File: src/rtl/gray_monitor_pkg.sv
// Shared definitions for the Gray-code monitor: FSM state encodings and
// the width of the debug state view.
package gray_monitor_pkg;

    // IDLE waits for the first sample, TRACK follows a legal stream,
    // ERROR is terminal until Reset. Code 2'b11 is never produced and is
    // folded into ERROR by the next-state logic.
    typedef enum logic [1:0] {
        ST_IDLE  = 2'b00,
        ST_TRACK = 2'b01,
        ST_ERROR = 2'b10
    } state_t;

endpackage

File: src/rtl/gray_monitor_if.sv
// Stream interface between a Gray-code source and the monitor.
// Handshake: Valid-only, no backpressure. A code on GrayIn is consumed on
// every rising Clk edge where Valid=1; with Valid=0 GrayIn is ignored.
// OutValid is a one-cycle pulse marking that BinOut reflects an accepted
// sample. State mirrors the monitor FSM for observation.
interface gray_monitor_if #(parameter int W = 3) ();
    import gray_monitor_pkg::*;

    logic          Valid;
    logic [W-1:0]  GrayIn;
    logic [W-1:0]  BinOut;
    logic          OutValid;
    logic          Locked;
    logic          Overflow;
    logic          Err;
    state_t        State;

    // Source side: drives samples, observes results.
    modport master (
        output Valid, GrayIn,
        input  BinOut, OutValid, Locked, Overflow, Err, State
    );

    // Monitor side: consumes samples, produces results.
    modport slave (
        input  Valid, GrayIn,
        output BinOut, OutValid, Locked, Overflow, Err, State
    );
endinterface

File: src/rtl/gray_monitor_gray_to_bin.sv
// Combinational Gray-to-binary decoder. Binary bit i is the XOR of all
// Gray bits from i up to the MSB.
module gray_to_bin #(
    parameter int W = 3
) (
    input  logic [W-1:0] gray,
    output logic [W-1:0] bin
);
    // Each output bit is the parity of the Gray bits at and above it.
    for (genvar i = 0; i < W; i++) begin : g_bit
        assign bin[i] = ^gray[W-1:i];
    end
endmodule

File: src/rtl/gray_monitor.sv
// Receive-side checker for a Gray-coded up-count stream. Decodes each
// accepted code, allows only hold or +1 (mod 2^W) steps, flags wrap as
// sticky Overflow and any illegal step or bad first code as sticky Err.
module gray_monitor
    import gray_monitor_pkg::*;
#(
    parameter int W          = 3,
    parameter bit START_ZERO = 1'b1
) (
    input  logic         Clk,
    input  logic         Reset,
    gray_monitor_if.slave bus
);
    state_t         state_q, state_nx;
    logic [W-1:0]   bin_q, bin_nx;
    logic           outv_q, outv_nx;
    logic           ovf_q, ovf_nx;
    logic           err_q, err_nx;
    logic           locked_q;
    logic [W-1:0]   bin_in;
    logic [W-1:0]   bin_inc;

    gray_to_bin #(.W(W)) u_dec (
        .gray (bus.GrayIn),
        .bin  (bin_in)
    );

    // Expected next code in the stream; wraps naturally at W bits.
    assign bin_inc = bin_q + {{(W-1){1'b0}}, 1'b1};

    // Next-state, BinOut and flag updates for the accepted sample.
    always_comb begin
        state_nx = state_q;
        bin_nx   = bin_q;
        outv_nx  = 1'b0;
        ovf_nx   = ovf_q;
        err_nx   = err_q;
        case (state_q)
            ST_IDLE: begin
                if (bus.Valid) begin
                    if (START_ZERO && (bin_in != '0)) begin
                        state_nx = ST_ERROR;
                        err_nx   = 1'b1;
                    end else begin
                        bin_nx   = bin_in;
                        outv_nx  = 1'b1;
                        state_nx = ST_TRACK;
                    end
                end
            end
            ST_TRACK: begin
                if (bus.Valid) begin
                    if (bin_in == bin_q) begin
                        outv_nx = 1'b1;
                    end else if (bin_in == bin_inc) begin
                        bin_nx  = bin_in;
                        outv_nx = 1'b1;
                        if (bin_q == {W{1'b1}}) begin
                            ovf_nx = 1'b1;
                        end
                    end else begin
                        state_nx = ST_ERROR;
                        err_nx   = 1'b1;
                    end
                end
            end
            default: begin
                // ERROR and the unused encoding: ignore everything until Reset.
                state_nx = ST_ERROR;
            end
        endcase
    end

    // State and output registers; Reset overrides any sample on the same edge.
    always_ff @(posedge Clk) begin
        if (Reset) begin
            state_q  <= ST_IDLE;
            bin_q    <= '0;
            outv_q   <= 1'b0;
            ovf_q    <= 1'b0;
            err_q    <= 1'b0;
            locked_q <= 1'b0;
        end else begin
            state_q  <= state_nx;
            bin_q    <= bin_nx;
            outv_q   <= outv_nx;
            ovf_q    <= ovf_nx;
            err_q    <= err_nx;
            locked_q <= (state_nx == ST_TRACK);
        end
    end

    assign bus.BinOut   = bin_q;
    assign bus.OutValid = outv_q;
    assign bus.Locked   = locked_q;
    assign bus.Overflow = ovf_q;
    assign bus.Err      = err_q;
    assign bus.State    = state_q;
endmodule

File: src/flat_wrapper.sv
// flat-port wrapper written by rule: the top's interface ports become plain ports
module gray_monitor_flat import gray_monitor_pkg::*;
#(
    parameter int W          = 3,
    parameter bit START_ZERO = 1'b1
)
  (Clk, Reset, bus_Valid, bus_GrayIn, bus_BinOut, bus_OutValid, bus_Locked, bus_Overflow, bus_Err, bus_State);
  gray_monitor_if #(.W(W)) bus_i ();
  input  logic Clk;
  input  logic Reset;
  input wire logic [$bits(bus_i.Valid)-1:0] bus_Valid;
  input wire logic [$bits(bus_i.GrayIn)-1:0] bus_GrayIn;
  output wire logic [$bits(bus_i.BinOut)-1:0] bus_BinOut;
  output wire logic [$bits(bus_i.OutValid)-1:0] bus_OutValid;
  output wire logic [$bits(bus_i.Locked)-1:0] bus_Locked;
  output wire logic [$bits(bus_i.Overflow)-1:0] bus_Overflow;
  output wire logic [$bits(bus_i.Err)-1:0] bus_Err;
  output wire logic [$bits(bus_i.State)-1:0] bus_State;
  assign bus_i.Valid = bus_Valid;
  assign bus_i.GrayIn = bus_GrayIn;
  assign bus_BinOut = bus_i.BinOut;
  assign bus_OutValid = bus_i.OutValid;
  assign bus_Locked = bus_i.Locked;
  assign bus_Overflow = bus_i.Overflow;
  assign bus_Err = bus_i.Err;
  assign bus_State = bus_i.State;
  gray_monitor #(.W(W), .START_ZERO(START_ZERO)) u_core (.Clk(Clk), .Reset(Reset), .bus(bus_i));
endmodule
File: config.mk
export PLATFORM = sky130hd
export DESIGN_NAME = gray_monitor_flat
export DESIGN_NICKNAME = d
export VERILOG_FILES = /design/src/rtl/gray_monitor_pkg.sv /design/src/rtl/gray_monitor_if.sv /design/src/rtl/gray_monitor_gray_to_bin.sv /design/src/rtl/gray_monitor.sv /design/src/flat_wrapper.sv
export SDC_FILE = /design/constraint.sdc
export NUM_CORES = 1
export LEC_CHECK = 0
export ABC_AREA = 1
export ABC_CLOCK_PERIOD_IN_PS = 2700
export CAP_MARGIN = 20
export CORE_AREA = 5 5 42 44
export DETAILED_ROUTE_END_ITERATION = 8
export DIE_AREA = 0 0 47 49
export PLACE_DENSITY_LB_ADDON = 0.1
export SYNTH_ARGS = -nofsm -noshare
export SYNTH_HDL_FRONTEND = slang
export SYNTH_SLANG_ARGS = --single-unit
File: constraint.sdc
create_clock -name Clk -period 2.7 [get_ports Clk]
set_input_delay 0.675 -clock Clk [delete_from_list [all_inputs] [get_ports Clk]]
set_output_delay 0.675 -clock Clk [all_outputs]
set_load 0.05 [all_outputs]
# --- Yosys cells after proc, flatten, opt, wreduce, memory -nomap -nowiden ---
# Index checks and enable logic that the tools add are counted.
totals:
  mem_count: 0
  regBits: 9
  latchBits: 0
  inputBits: 6
  rom_bits: 0
  output_inout_bits: 9
  ramBits: 0
  elab_cells: 52
op_classes:
  div: 0
  bitwise_logic: 1
  mux: 24
  n_eq_ne: 12
  shift: 0
  magnitude_cmp: 0
  n_reduce_logical: 8
  n_addsub: 1
  n_mul: 0
op_table:
  columns: ["operator", "n"]
  rows:
  - ["3-bit two-way mux", 5]
  - ["6-bit AND reduction", 2]
  - ["1-bit two-way mux", 10]
  - ["2-bit two-way mux", 5]
  - ["2-bit inequality test (second input constant)", 5]
  - ["3-bit equality test", 2]
  - ["3-bit one-hot mux with 2 select lines", 1]
  - ["5-bit AND reduction", 1]
  - ["2-bit by 1-bit equality test with 1-bit output (second input constant)", 2]
  - ["2-bit by 1-bit inequality test with 1-bit output (second input constant)", 2]
  - ["1-bit one-hot mux with 2 select lines", 2]
  - ["2-bit one-hot mux with 2 select lines", 1]
  - ["3-bit by 1-bit adder with 3-bit output (second input constant)", 1]
  - ["3-bit equality test (second input constant)", 1]
  - ["3-bit nonzero test", 1]
  - ["3-bit XOR reduction", 1]
  - ["2-bit logical NOT", 1]
  - ["2-bit nonzero test", 1]
  - ["2-bit XOR reduction", 1]
  - ["1-bit inverter", 1]

# --- Longest topological paths before layout ---
depth:
  depth_word: 7
  depth_mapped: 13
  depth_no_buf: 12

# --- Modules after synthesis ---
# A second synthesis with hierarchy kept.
hier_totals:
  cells_unflattened: 85
  hier_area_um2: 565.5
by_module_without_submodules:
  columns: ["mod", "cells_each", "area_per_inst_um2", "n_inst", "seq_area_each_um2"]
  rows:
  - ["gray_monitor", 73, 514.2, 1, 180.2]
  - ["gray_to_bin", 12, 51.3, 1, 0.0]

# --- Worst setup path before layout ---
# Ideal clock, no wire load.
synth_timing:
  path_kind: "register -> register"
  start: "register u_core.bin_q[0], in the netlist u_core.bus.BinOut[0]"
  end: "register u_core.bin_q[2], in the netlist u_core.bus.BinOut[2]"
  path_buffers: 0
  setup_ps: 113
  period_less_slack_ps: 1897
  required_time_ps: 2587
  arrival_time_ps: 1784
  stages_incl_launch_ff: 10
  path_slack_ps: 803
  cell_sequence: "dfxtp_1 > ha_1 > ha_1 > xor2_1 > nor2_4 > nand3_4 > nand2_4 > nand2_4 > nor2_1 > nor2_1"
synth_between:
  elab_chain_len: 4
  word_cells_on_any_way: 6
  classes_between: "1 x add/sub; 4 x eq/ne; 1 x reduce/logical"
synth_lines:
  columns: ["item", "line", "rtl"]
  rows:
  - ["start, declared", "gray_monitor.sv:15", "logic [W-1:0] bin_q, bin_nx;"]
  - ["start signal, assigned", "gray_monitor.sv:85", "bin_q <= bin_nx;"]
  - ["3-bit by 1-bit adder with 3-bit output", "gray_monitor.sv:29", "assign bin_inc = bin_q + {{(W-1){1'b0}}, 1'b1};"]
  - ["3-bit equality test", "gray_monitor.sv:55", "end else if (bin_in == bin_inc) begin"]
  - ["2-bit by 1-bit inequality test with 1-bit output (no source line)", null, null]
  - ["6-bit AND reduction (no source line) *", null, null]
# Every way passes the cells marked *; elsewhere a longest branch is shown, timed or not.
# A chain may end at the register's enable or synchronous reset.

# --- Worst setup path after layout ---
layout_timing:
  start: "register u_core.state_q[1], in the netlist u_core.bus.State[1]"
  end: "output bus_State[1]"
layout_rtl:
  columns: ["item", "line", "rtl"]
  rows:
  - ["start, declared", "gray_monitor.sv:14", "state_t state_q, state_nx;"]
  - ["start signal, assigned", "gray_monitor.sv:84", "state_q <= state_nx;"]
  - ["end, declared", "flat_wrapper.sv:18", "output wire logic [$bits(bus_i.State)-1:0] bus_State;"]
# No word-level cell between the ends.

==> flow_summary_export.csv <==
group,metric,value,unit
route,dr.pass1.iters,3,
clocking,cts_hold_buf,0,
setup_path,cp_cell_sequence,"clkdlybuf4s50_1",
route,wl,1290,um
clocking,clockBufferDepth,2,
route,drc,0,
sta,max-slew-margin-rel,66.7,%
pwr,p_switching,0.121,mW
synthesis,syn_area_per_cell,6.58,sq um
cells_and_area,drive_gt1_share,14.8,%
clocking,cts_resized,0,
route,antenna_left,0,
global_routing,grt_max_degree,8,
placement,gp_congestion,0.819,
synthesis,synth_fa_ha_area_share,3.88,%
sta,fin_setup_tns,0,ns
pwr,p_leak,0.415,nW
sta,fin_worst_skew,0.00401,ns
synthesis,syn_nets,106,
route,first_iter_violations,7,
clocking,cts_tree,"yes",
pwr,max-vdd-ir-drop,0.000343,V
sta,rsz0062_at_grt,"no",
route,via_per_inst,4.66,
cells_and_area,final_area,820,sq um
global_routing,antenna_found_initial,0,
cells_and_area,nets,124,
placement,postPlaceCellArea,793,sq um
synthesis,synth_top_cells_by_area,"dfxtp_1, nand2_1, nor2_1",
clocking,cts_sinks,9,
sta,max_slew.worst_pin.slew,0.498,ns
min_path,holdCritPathClass,"flop to flop",
synthesis,syn_area,644,sq um
min_path,min_path_cells,2,
sta,post-route-period-util,80.7,%
setup_path,start_kind,"flop",
pwr,intPower,0.238,mW
placement,dp_hpwl,1110,um
sta,slew_viol_final,0,
synthesis,synth_warnings,0,
pwr,clock_power_share,27.4,%
clocking,h-tree-depth,1,
cells_and_area,layout_commonest_cell,"nand2_1",
die,core,0.00140,sq mm
pwr,cellPowerDensity,438,mW/mm^2
cells_and_area,area_delta_synth_final,27.2,%
route,wl_per_cell,9.87,um
synthesis,synth_cell_types,18,
setup_path,required,2.03,ns
sta,hold_viol,0,
die,die_w,47,um
setup_path,path_max_fanout,7,
synthesis,synthMuxAreaShare,0,%
clocking,clk_latency,0.25,ns
setup_path,slowest_delay,0.84,ns
setup_path,crit_type,"flop to output pin",
die,start_util,46.0,%
sta,min_period,2.18,ns
global_routing,overflow,0,
pwr,power_frac_comb,31.8,%
pwr,seqPwrFrac,40.8,%
synthesis,ys_seq_area_share,28.0,%
synthesis,synth-compound-area-share,4.08,%
synthesis,synth_top_family_by_area,"simple AND/OR/NAND/NOR gates",
placement,io_buffers,14,
global_routing,track_usage,13.4,%
global_routing,grt_pass1_vias,582,
die,rows,14,
setup_path,cp-end-kind,"output pin",
setup_path,r2r_cells,10,
synthesis,yosys.area_share.simple,50.9,%
pwr,switching_share,33.8,%
setup_path,cp_slowest_cell,"clkdlybuf4s50_1",
setup_path,critPathArrivalTime,1.50,ns
outcome,status,"complete, no violations",
die,fp.dieH,49,um
setup_path,critPathTopFamily,"buffers and inverters",
synthesis,ys_seq_elements,9,
synthesis,synth_xor_area_share,2.72,%
clocking,cts_buffers,3,
cells_and_area,final_cell_mix,"nand2_1, nor2_1, clkdlybuf4s50_1, inv_1, nand3_1",
setup_path,cp.depth,1,
sta,setup_viol,0,
synthesis,synth_area_leader_cell,"dfxtp_1",
sta,fmax,0.459,GHz
synthesis,synth_top_area_share,28.0,%
die,io_pins,15,
global_routing,grt_pass1_wl,2370,um
setup_path,crit_buf_inv,1,
clocking,post_cts_buffers,0,
synthesis,synthCells,98,
clocking,cts-root-buf,"clkbuf_4",
pwr,finalPower,0.359,mW
cells_and_area,diodes,0,
route,vias,611,
run,drv_cap,0,
clocking,path_clk_slew,0.06,ns
die,die-area,0.00230,sq mm
-- power groups by stage --
stage	logic (mW)	registers (mW)	clock network (mW)
2_1_floorplan	0.0609	0.172	0
5_1_grt	0.128	0.147	0.113
6_report	0.114	0.146	0.0984
4_1_cts	0.116	0.146	0.104
3_3_place_gp	0.113	0.149	0
3_5_place_dp	0.115	0.149	0
-- routing by layer --
metal | global-route usage [%] | vias up | wire, um
met5 | 0 | - | 0
met4 | 1.38 | 0 | 8
met3 | 5.54 | 2 | 58
met2 | 19.5 | 10 | 590
met1 | 19.0 | 263 | 636
li1 | - | 336 | -
-- cell families after synthesis --
family                   Yosys count
AND/OR/NAND/NOR                   65
buffers and inverters             16
flip-flops                         9
AO/OA/AOI/OAI                      4
XOR/XNOR                           2
adder cells (fa/ha/maj)            2
-- final timing paths --
kind / from / endpoint / slack [ns]
setup / recovery: u_core.bus.State[1] / bus_State[1] / 0.52
hold / removal: u_core.bus.Overflow / u_core.bus.Overflow / 0.45
setup reg to reg: u_core.bus.BinOut[0] / u_core.bus.BinOut[2] / 1.01
hold reg to reg: u_core.bus.Overflow / u_core.bus.Overflow / 0.45
-- final cells by class --
cell class,count,area [sq um]
clock buffers,4,26.3
multi-input cells,73,397
fillers,146,582
flip-flops and latches,9,180
inverters,15,56.3
repair buffers,14,140
well taps,16,20.0
-- sequential cells by signal (all words and copies together), names as in the netlist --
signal	cells
u_core.bus.Overflow	1
u_core.bus.Err	1
u_core.bus.OutValid	1
u_core.bus.State	2
u_core.bus.BinOut	3
u_core.bus.Locked	1
-- cell usage after synthesis --
cell type	count
a21oi_1	1
a31oi_1	2
buf_6	1
dfxtp_1	9
ha_1	2
inv_1	13
inv_2	2
nand2_1	24
nand2_2	5
nand2_4	4
nand3_1	11
nand3_4	1
nand3b_1	1
nor2_1	17
nor2_4	1
o2111ai_1	1
or2_2	1
xor2_1	2
-- metrics by stage --
stage               hold WS, ns  util, %  worst slack [ns]  instances
CTS                       0.453     58.5             0.503        131
global placement          0.436     56.6             0.334        127
finish                    0.450     58.5             0.520        131
global route              0.486     58.5             0.426        131
detailed placement        0.444     56.6             0.314        127
floorplan                 0.661        -             0.803         98
(Power assumes the default switching activity.)
